## config.mk

```make
export PLATFORM = sky130hd
export DESIGN_NAME = sseg_scan_ctrl
export DESIGN_NICKNAME = d
export VERILOG_FILES = /design/src/rtl/sseg_pkg.sv /design/src/rtl/sseg_slot_timer.sv /design/src/rtl/sseg_scan_ctrl.sv
export SDC_FILE = /design/constraint.sdc
export NUM_CORES = 1
export LEC_CHECK = 0
export CAP_MARGIN = 20
export CORE_ASPECT_RATIO = 1.1
export CORE_MARGIN = 2
export CORE_UTILIZATION = 60
export DETAILED_ROUTE_END_ITERATION = 12
export GPL_TIMING_DRIVEN = 0
export PLACE_DENSITY_LB_ADDON = 0.25
export SLEW_MARGIN = 20
export SYNTH_ARGS = -nofsm -noshare
export SYNTH_HDL_FRONTEND = slang
export SYNTH_SLANG_ARGS = --single-unit
```

## constraint.sdc

```tcl
create_clock -name clk -period 3.8 [get_ports clk]
set_input_delay 0.57 -clock clk [delete_from_list [all_inputs] [get_ports clk]]
set_output_delay 0.57 -clock clk [all_outputs]
set_load 0.01 [all_outputs]
```

## src/rtl/sseg_pkg.sv

```systemverilog
// Shared definitions for the seven-segment display blocks: scan states,
// default timing constants, digit count and the leading-zero blanking rule.
package sseg_pkg;

  localparam int NUM_DIGITS       = 4;
  localparam int DEF_REFRESH_DIV  = 100000;
  localparam int DEF_BLANK_CYCLES = 1000;

  typedef enum logic [1:0] {
    ST_IDLE  = 2'd0,
    ST_BLANK = 2'd1,
    ST_ON    = 2'd2
  } scan_state_e;

  // A digit is dark when it and every digit above it are zero, unless it is
  // the rightmost digit or its own decimal point is requested.
  function automatic logic digit_suppressed(input logic [1:0]  idx,
                                            input logic [15:0] nibbles,
                                            input logic [3:0]  dps,
                                            input logic        lz);
    logic all_zero;
    all_zero = 1'b1;
    for (int k = 0; k < NUM_DIGITS; k++) begin
      if (k >= int'(idx)) all_zero = all_zero & (nibbles[k*4 +: 4] == 4'd0);
    end
    return lz && (idx != 2'd0) && all_zero && !dps[idx];
  endfunction

endpackage

```

## src/rtl/sseg_slot_timer.sv

```systemverilog
// Per-digit slot counter. Exposes whether the current cycle ends the slot and
// decodes for the following cycle so the controller can register its outputs
// in step with the count.
module sseg_slot_timer #(
  parameter int REFRESH_DIV  = 100000,
  parameter int BLANK_CYCLES = 1000
) (
  input  logic clk,
  input  logic rst,
  input  logic clear,
  output logic slot_last,
  output logic next_blank,
  output logic next_last
);

  localparam int CW = (REFRESH_DIV > 1) ? $clog2(REFRESH_DIV) : 1;

  logic [CW-1:0] count_q;
  logic [CW-1:0] count_d;

  // Next count: held at zero while cleared, wraps after the final slot cycle.
  always_comb begin
    slot_last = (count_q == CW'(REFRESH_DIV - 1));
    count_d   = count_q + CW'(1);
    if (clear || slot_last) count_d = '0;
    next_blank = (count_d < CW'(BLANK_CYCLES));
    next_last  = (count_d == CW'(REFRESH_DIV - 1));
  end

  // Count register with synchronous reset.
  always_ff @(posedge clk) begin
    if (rst) count_q <= '0;
    else     count_q <= count_d;
  end

endmodule

```

## src/rtl/sseg_scan_ctrl.sv

```systemverilog
// Four-digit multiplexed seven-segment scan controller with a double-buffered
// load handshake, frame-aligned display updates and leading-zero blanking.
module sseg_scan_ctrl
  import sseg_pkg::*;
#(
  parameter int REFRESH_DIV  = DEF_REFRESH_DIV,
  parameter int BLANK_CYCLES = DEF_BLANK_CYCLES
) (
  input  logic                  clk,
  input  logic                  btnC,
  input  logic                  en,
  input  logic [15:0]           value,
  input  logic [3:0]            dp_in,
  input  logic                  lz_en,
  input  logic                  load,
  output logic                  ready,
  output logic [NUM_DIGITS-1:0] an,
  output logic [3:0]            hex_digit,
  output logic                  dp_out,
  output logic                  frame_tick
);

  scan_state_e state_q, state_d;
  logic [1:0]  index_q, index_d;
  logic [NUM_DIGITS-1:0] an_q, an_d;
  logic [3:0]  hex_q, hex_d;
  logic        dp_q, dp_d;
  logic        tick_q, tick_d;
  logic        ready_q, ready_d;
  logic [15:0] shadow_q, shadow_d;
  logic [3:0]  shadow_dp_q, shadow_dp_d;
  logic [15:0] pend_q, pend_d;
  logic [3:0]  pend_dp_q, pend_dp_d;

  logic slot_last, next_blank, next_last;
  logic timer_clear;

  // Leaving or sitting in IDLE restarts the slot at count zero.
  assign timer_clear = !en || (state_q == ST_IDLE);

  sseg_slot_timer #(
    .REFRESH_DIV  (REFRESH_DIV),
    .BLANK_CYCLES (BLANK_CYCLES)
  ) u_timer (
    .clk        (clk),
    .rst        (btnC),
    .clear      (timer_clear),
    .slot_last  (slot_last),
    .next_blank (next_blank),
    .next_last  (next_last)
  );

  // State register plus all registered outputs and data buffers.
  always_ff @(posedge clk) begin
    if (btnC) begin
      state_q     <= en ? ST_BLANK : ST_IDLE;
      index_q     <= 2'd0;
      an_q        <= '1;
      hex_q       <= 4'd0;
      dp_q        <= 1'b1;
      tick_q      <= 1'b0;
      ready_q     <= 1'b1;
      shadow_q    <= 16'd0;
      shadow_dp_q <= 4'd0;
      pend_q      <= 16'd0;
      pend_dp_q   <= 4'd0;
    end else begin
      state_q     <= state_d;
      index_q     <= index_d;
      an_q        <= an_d;
      hex_q       <= hex_d;
      dp_q        <= dp_d;
      tick_q      <= tick_d;
      ready_q     <= ready_d;
      shadow_q    <= shadow_d;
      shadow_dp_q <= shadow_dp_d;
      pend_q      <= pend_d;
      pend_dp_q   <= pend_dp_d;
    end
  end

  // Next state and digit index, tracking the slot timer's next count.
  always_comb begin
    state_d = state_q;
    index_d = index_q;
    if (!en) begin
      state_d = ST_IDLE;
      index_d = 2'd0;
    end else if (state_q == ST_IDLE) begin
      state_d = ST_BLANK;
      index_d = 2'd0;
    end else begin
      if (slot_last) index_d = index_q + 2'd1;
      state_d = next_blank ? ST_BLANK : ST_ON;
    end
  end

  // Output values and the pending/shadow handshake; digit content is latched
  // on ON entry so blanking-mode changes never alter a slot already lit.
  always_comb begin
    an_d        = '1;
    hex_d       = hex_q;
    dp_d        = 1'b1;
    tick_d      = (state_d != ST_IDLE) && next_last && (index_d == 2'd3);
    ready_d     = ready_q;
    shadow_d    = shadow_q;
    shadow_dp_d = shadow_dp_q;
    pend_d      = pend_q;
    pend_dp_d   = pend_dp_q;

    if (state_d == ST_ON) begin
      if (state_q == ST_ON) begin
        an_d  = an_q;
        hex_d = hex_q;
        dp_d  = dp_q;
      end else begin
        an_d  = digit_suppressed(index_d, shadow_q, shadow_dp_q, lz_en) ?
                '1 : ~(NUM_DIGITS'(1) << index_d);
        hex_d = shadow_q[{index_d, 2'b00} +: 4];
        dp_d  = ~shadow_dp_q[index_d];
      end
    end

    if (!ready_q && (tick_q || (state_q == ST_IDLE))) begin
      shadow_d    = pend_q;
      shadow_dp_d = pend_dp_q;
      ready_d     = 1'b1;
    end else if (load && ready_q) begin
      pend_d    = value;
      pend_dp_d = dp_in;
      ready_d   = 1'b0;
    end
  end

  assign ready      = ready_q;
  assign an         = an_q;
  assign hex_digit  = hex_q;
  assign dp_out     = dp_q;
  assign frame_tick = tick_q;

endmodule

```

==> results.py, run 1 <==
metrics = {
    "run_status": {
        "status": "complete, no violations",
    },
    "placed_design": {
        "dpl.hpwl_um": 5360,
        "gp_congestion": 0.878,
        "place.port_buffers": 35,
    },
    "sta": {
        "fmax_mhz": 351,
        "whs_ns": 0.459,
        "fin_crit_sh_pct": 75.1,
        "hold_violations": 0,
        "skew_ns": 0.00750,
        "drv_slew": 0,
        "setup_viol_count_final": 0,
        "worst_pin_slew_ns": 0.590,
        "grt_setup_unrepaired": "no",
        "finalSetupTns_ns": 0,
        "maxSlewHeadroom_pct": 60.4,
        "min_period_ns": 2.85,
    },
    "clock_tree": {
        "post-cts-setup-buffers": 0,
        "cts_sinks": 72,
        "ctsHoldBuffers": 0,
        "cts-root-buf": "clkbuf_8",
        "clk_pin_slew_ns": 0.08,
        "cts_buffers": 9,
        "postCtsResizedCells": 0,
        "cts_tree": "yes",
        "cts_buffer_depth": 2,
        "clk_latency_ns": 0.35,
        "htreeDepth": 3,
    },
    "detailed_routing": {
        "antenna_left": 0,
        "drcViolationCount": 0,
        "viasPerCell": 5.97,
        "drtIter0Drc": 182,
        "routedWlPerCell_um": 14.7,
        "vias": 3031,
        "wirelength_um": 7450,
        "first_pass_iters": 5,
    },
    "global_route": {
        "grt_overflow": 0,
        "grt_pass1_wl_um": 12500,
        "grt_start_max_net_pins": 14,
        "antenna_found_initial": 0,
        "grt_use_total_pct": 27.3,
        "grt_pass1_vias": 2813,
    },
    "final_layout": {
        "drive_gt1_share_pct": 5.78,
        "nets": 471,
        "layout_common_cells": "94 x nand2_1, 72 x dfxtp_1, 41 x a21oi_1",
        "num_antenna_cells": 0,
        "area_growth_pct": 21.2,
        "mostFrequentLayoutCell": "nand2_1",
    },
    "pwr": {
        "pwr-share-seq_pct": 48.1,
        "swShare_pct": 22.1,
        "power.density_nw_per_um2": 422,
        "vdd_ir_drop_max_uv": 344,
        "leakage_nw": 1.25,
        "p_switching_mw": 0.360,
        "pwr-share-comb_pct": 5.7,
        "power_mw": 1.63,
        "pwr-share-clk_pct": 46.2,
        "p_int_mw": 1.27,
    },
    "critical_path": {
        "end_kind": "flip-flop",
        "path_cells": "ha_1, nand4_1, nor3_2, mux2i_1, o32ai_1, o31ai_1, nand3_1",
        "crit_path_top_delay_cell": "mux2i_1",
        "cp.arrival_ns": 3.07,
        "worstPathRequired_ns": 4.01,
        "worstSetupStartpointType": "flip-flop",
        "critPathKind": "reg2reg",
        "ff2ff_path_depth": 7,
        "max_stage_delay_ns": 0.52,
        "crit_fanout": 8,
    },
    "synthesis": {
        "synth_area_um2": 3190,
        "synth_flop_cell": "dfxtp_1",
        "avgSynthCellArea_um2": 8.01,
        "synthCells": 399,
        "synth-edff-count": 0,
        "synth-async-reset-ratio_pct": 0,
        "yosys_warnings": 0,
        "ys_ff_latch": 72,
        "ys_seq_area_share_pct": 45.1,
        "yosysUniqueCellTypes": 47,
        "synth_fp_nets": 425,
    },
    "floorplan": {
        "pin_count": 36,
        "start_util_pct": 63.0,
        "fp-row-count": 27,
        "dieArea_um2": 5920,
        "fp.dieW_um": 73.6,
        "die_h_um": 80.5,
        "coreArea_um2": 5070,
    },
    "min_path": {
        "hold_depth": 2,
        "hold_path.class": "reg2reg",
    },
    "flow_run": {
        "cap_viol_max_count": 0,
    },
}
==> metal layers <==
| layer | routed length [um] | track usage, % | vias up |
|---|---|---|---|
| li1 | - | - | 1516 |
| met1 | 3140 | 31.5 | 1395 |
| met2 | 3730 | 46.6 | 91 |
| met3 | 315 | 6.02 | 29 |
| met4 | 262 | 13.8 | 0 |
| met5 | 0 | 0 | - |
==> cell type report <==
cell class | instances | area, um2
multi-input combinational | 301 | 1650
clock buffer | 10 | 138
inverter | 4 | 15.0
timing repair buffer | 35 | 350
tap | 58 | 72.6
fill | 377 | 1200
sequential | 72 | 1440
buffer | 22 | 85.1
clock inverter | 6 | 115
==> cell usage after synthesis, drive strengths merged (6+ instances only) <==
cell | instances | area, um2
dfxtp | 72 | 1440
nor4 | 13 | 81.3
o21ai | 9 | 45.0
xnor2 | 12 | 105
and4 | 7 | 61.3
o22ai | 9 | 56.3
nand2 | 95 | 359
a21oi | 42 | 214
clkbuf | 19 | 71.3
nor2 | 30 | 120
nor3 | 6 | 35.0
nand3 | 17 | 85.1
==> worst max-delay path: cells and delay by family, from the launching register on <==
kind | cells | cell delay, ns
compound gates | 2 | 0.59
fa+ha+maj | 1 | 0.26
flops | 1 | 0.39
mux | 1 | 0.52
simple gates | 3 | 0.95
==> final timing paths <==
| check | start | to | slack, ns |
|---|---|---|---|
| max | u_timer.count_q[0] | an[2] | 0.95 |
| min | pend_q[7] | pend_q[7] | 0.46 |
| max reg2reg | u_timer.count_q[0] | an[2] | 0.95 |
| min reg2reg | pend_q[7] | pend_q[7] | 0.46 |
==> registers in the layout (all words and copies together), names as in the netlist, 2 cells and up <==
| register | cells |
|---|---|
| shadow_dp_q | 4 |
| hex_digit | 4 |
| pend_q | 16 |
| state_q | 2 |
| u_timer.count_q | 17 |
| shadow_q | 16 |
| pend_dp_q | 4 |
| an | 4 |
| index_q | 2 |
==> through the flow <==
stage / cells / util (%) / area (um2) / setup slack (ns)
2_1_floorplan: 399 / - / 3190 / 1.47
3_3_place_gp: 492 / 71.4 / 3620 / 0.947
3_5_place_dp: 492 / 71.4 / 3620 / 0.890
4_1_cts: 508 / 76.4 / 3870 / 0.961
5_1_grt: 508 / 76.4 / 3870 / 0.599
6_report: 508 / 76.4 / 3870 / 0.947
==> cell families after synthesis <==
logic type	share of synthesized area [%]
AO/OA/AOI/OAI	16.8
adder cells (fa/ha/maj)	0.705
XOR/XNOR	4.66
multiplexers	0.940
AND/OR/NAND/NOR	28.6
buffers and inverters	3.13
flip-flops	45.1
==> power groups by stage <==
stage          clock network [mW]  registers, mW  logic, mW
3_5_place_dp                    0          0.802     0.0914
2_1_floorplan                   0          0.799     0.0505
6_report                    0.754          0.785     0.0928
5_1_grt                     0.794          0.787      0.105
3_3_place_gp                    0          0.801     0.0889
4_1_cts                     0.758          0.785     0.0929
(Power assumes the default switching activity.)
==> run 2, diff against run 1 <==
--- a/config.mk
+++ b/config.mk
@@ -8,7 +8,7 @@
 export CAP_MARGIN = 20
 export CORE_ASPECT_RATIO = 1.1
 export CORE_MARGIN = 2
-export CORE_UTILIZATION = 60
+export CORE_UTILIZATION = 50
 export DETAILED_ROUTE_END_ITERATION = 12
 export GPL_TIMING_DRIVEN = 0
 export PLACE_DENSITY_LB_ADDON = 0.25
==> constraint.sdc (replaced) <==
create_clock -name clk -period 2.6 [get_ports clk]
set_input_delay 0.39 -clock clk [delete_from_list [all_inputs] [get_ports clk]]
set_output_delay 0.39 -clock clk [all_outputs]
set_load 0.01 [all_outputs]
==> results.py, run 2 (synthesis gave the netlist of run 1 again) <==
metrics = {
    "pwr": {
        "vdd_ir_drop_max_uv": 302,
        "p_switching_mw": 0.496,
        "pwr-share-seq_pct": 51.2,
        "swShare_pct": 22.2,
        "pwr-share-clk_pct": 42.7,
        "power.density_nw_per_um2": 566,
        "p_int_mw": 1.74,
        "power_mw": 2.24,
        "leakage_nw": 1.28,
        "pwr-share-comb_pct": 6.1,
    },
    "floorplan": {
        "dieArea_um2": 7040,
        "coreArea_um2": 6190,
        "fp.dieW_um": 80.2,
        "fp-row-count": 30,
        "pin_count": 36,
        "start_util_pct": 51.6,
        "die_h_um": 87.8,
    },
    "clock_tree": {
        "ctsHoldBuffers": 0,
        "cts_tree": "yes",
        "cts_sinks": 72,
        "htreeDepth": 3,
        "cts_buffers": 9,
        "cts-root-buf": "clkbuf_8",
        "clk_latency_ns": 0.35,
        "clk_pin_slew_ns": 0.07,
        "cts_buffer_depth": 2,
    },
    "sta": {
        "skew_ns": 0.00815,
        "worst_pin_slew_ns": 0.768,
        "setup_viol_count_final": 0,
        "fmax_mhz": 390,
        "whs_ns": 0.444,
        "fin_ws_ns": 0.0359,
        "hold_violations": 0,
        "finalSetupTns_ns": 0,
        "min_period_ns": 2.56,
        "maxSlewHeadroom_pct": 48.5,
        "fin_crit_sh_pct": 98.6,
        "drv_slew": 0,
    },
    "final_layout": {
        "drive_gt1_share_pct": 9.76,
        "regMostFlops": "u_timer.count_q",
        "layout_common_cells": "94 x nand2_1, 69 x dfxtp_1, 41 x a21oi_1",
        "fin_util_pct": 63.9,
        "largest_reg_flops": 17,
        "stdcell_area_um2": 3960,
        "reg.largest.list": "u_timer.count_q (17), pend_q (16), shadow_q (16)",
        "nets": 474,
        "area_growth_pct": 24.0,
        "num_antenna_cells": 0,
        "fin_cells": 531,
        "mostFrequentLayoutCell": "nand2_1",
    },
    "detailed_routing": {
        "drcViolationCount": 0,
        "vias": 3045,
        "antenna_left": 0,
        "first_pass_iters": 4,
        "drtIter0Drc": 225,
        "routedWlPerCell_um": 14.7,
        "wirelength_um": 7800,
        "viasPerCell": 5.73,
    },
    "placed_design": {
        "gp_congestion": 0.911,
        "placed_area_um2": 3640,
        "place_inst": 514,
        "dpl.hpwl_um": 5350,
        "dp_slack_ns": -0.335,
        "place.port_buffers": 35,
    },
    "global_route": {
        "grt_pass1_wl_um": 12500,
        "antenna_found_initial": 0,
        "grt_start_max_net_pins": 12,
        "grt_pass1_vias": 2786,
        "grt_overflow": 0,
        "grt_use_total_pct": 22.6,
    },
    "critical_path": {
        "max_stage_delay_ns": 0.49,
        "worstPathRequired_ns": 2.90,
        "path_cells": "ha_2, and4_1, nand2_1, xor2_1, or4_1, o2111a_2, a2111oi_1, a311o_1",
        "path_delay_family": "compound AO/OA/AOI/OAI gates",
        "end_kind": "flip-flop",
        "crit_buf_inv": 0,
        "crit_fanout": 5,
        "crit_path_top_delay_cell": "or4_1",
        "cp.arrival_ns": 2.87,
        "worstSetupStartpointType": "flip-flop",
        "critPathKind": "reg2reg",
    },
    "min_path": {
        "hold_path.class": "reg2reg",
    },
    "flow_run": {
        "cap_viol_max_count": 0,
    },
    "run_status": {
        "status": "complete, no violations",
    },
}
[run 2: cell count changes in the layout (fill, tap and decap cells not counted), sizes merged]
cell / delta
clkinvlp: -1
o2111a: +1
clkbuf: -1
bufinv: -1
clkinv: +1
buf: +3
inv: -1
[run 2: area by class of cell]
| type | instances | area [um2] |
|---|---|---|
| plain buffers | 21 | 83.8 |
| clock buffers | 10 | 138 |
| clock inverters | 4 | 70.1 |
| fillers | 582 | 2230 |
| inverters | 4 | 15.0 |
| multi-input cells | 302 | 1740 |
| flip-flops and latches | 72 | 1450 |
| well taps | 80 | 100 |
| repair buffers | 38 | 373 |
[run 2: what timing repair did]
action,4_1_cts,5_1_grt
resized for setup,7,14
cloned,0,1
pin swaps,1,2
buffers inserted,1,2
endpoints found under the setup margin,8,19
[run 2: power groups by stage]
stage | Sequential [mW] | Clock (mW) | Combinational (mW)
after floorplan | 1.17 | 0 | 0.0738
after global placement | 1.17 | 0 | 0.133
after detailed placement | 1.17 | 0 | 0.134
after CTS | 1.15 | 0.965 | 0.136
after global routing | 1.15 | 1.01 | 0.154
final | 1.15 | 0.956 | 0.137
[run 2: layer usage]
metal	wire, um	up-vias	track usage [%]
met5	0	-	0
met4	331	0	14.5
met3	407	28	3.61
met2	3750	101	37.7
met1	3320	1401	27.2
li1	-	1515	-
[run 2: worst paths after layout]
path / start / end / slack, ns / cells past startpoint
max: u_timer.count_q[0] / hex_digit[3] / 0.04 / 8
min: u_timer.count_q[0] / u_timer.count_q[0] / 0.44 / 1
max reg2reg: u_timer.count_q[0] / hex_digit[3] / 0.04 / 8
min reg2reg: u_timer.count_q[0] / u_timer.count_q[0] / 0.44 / 1
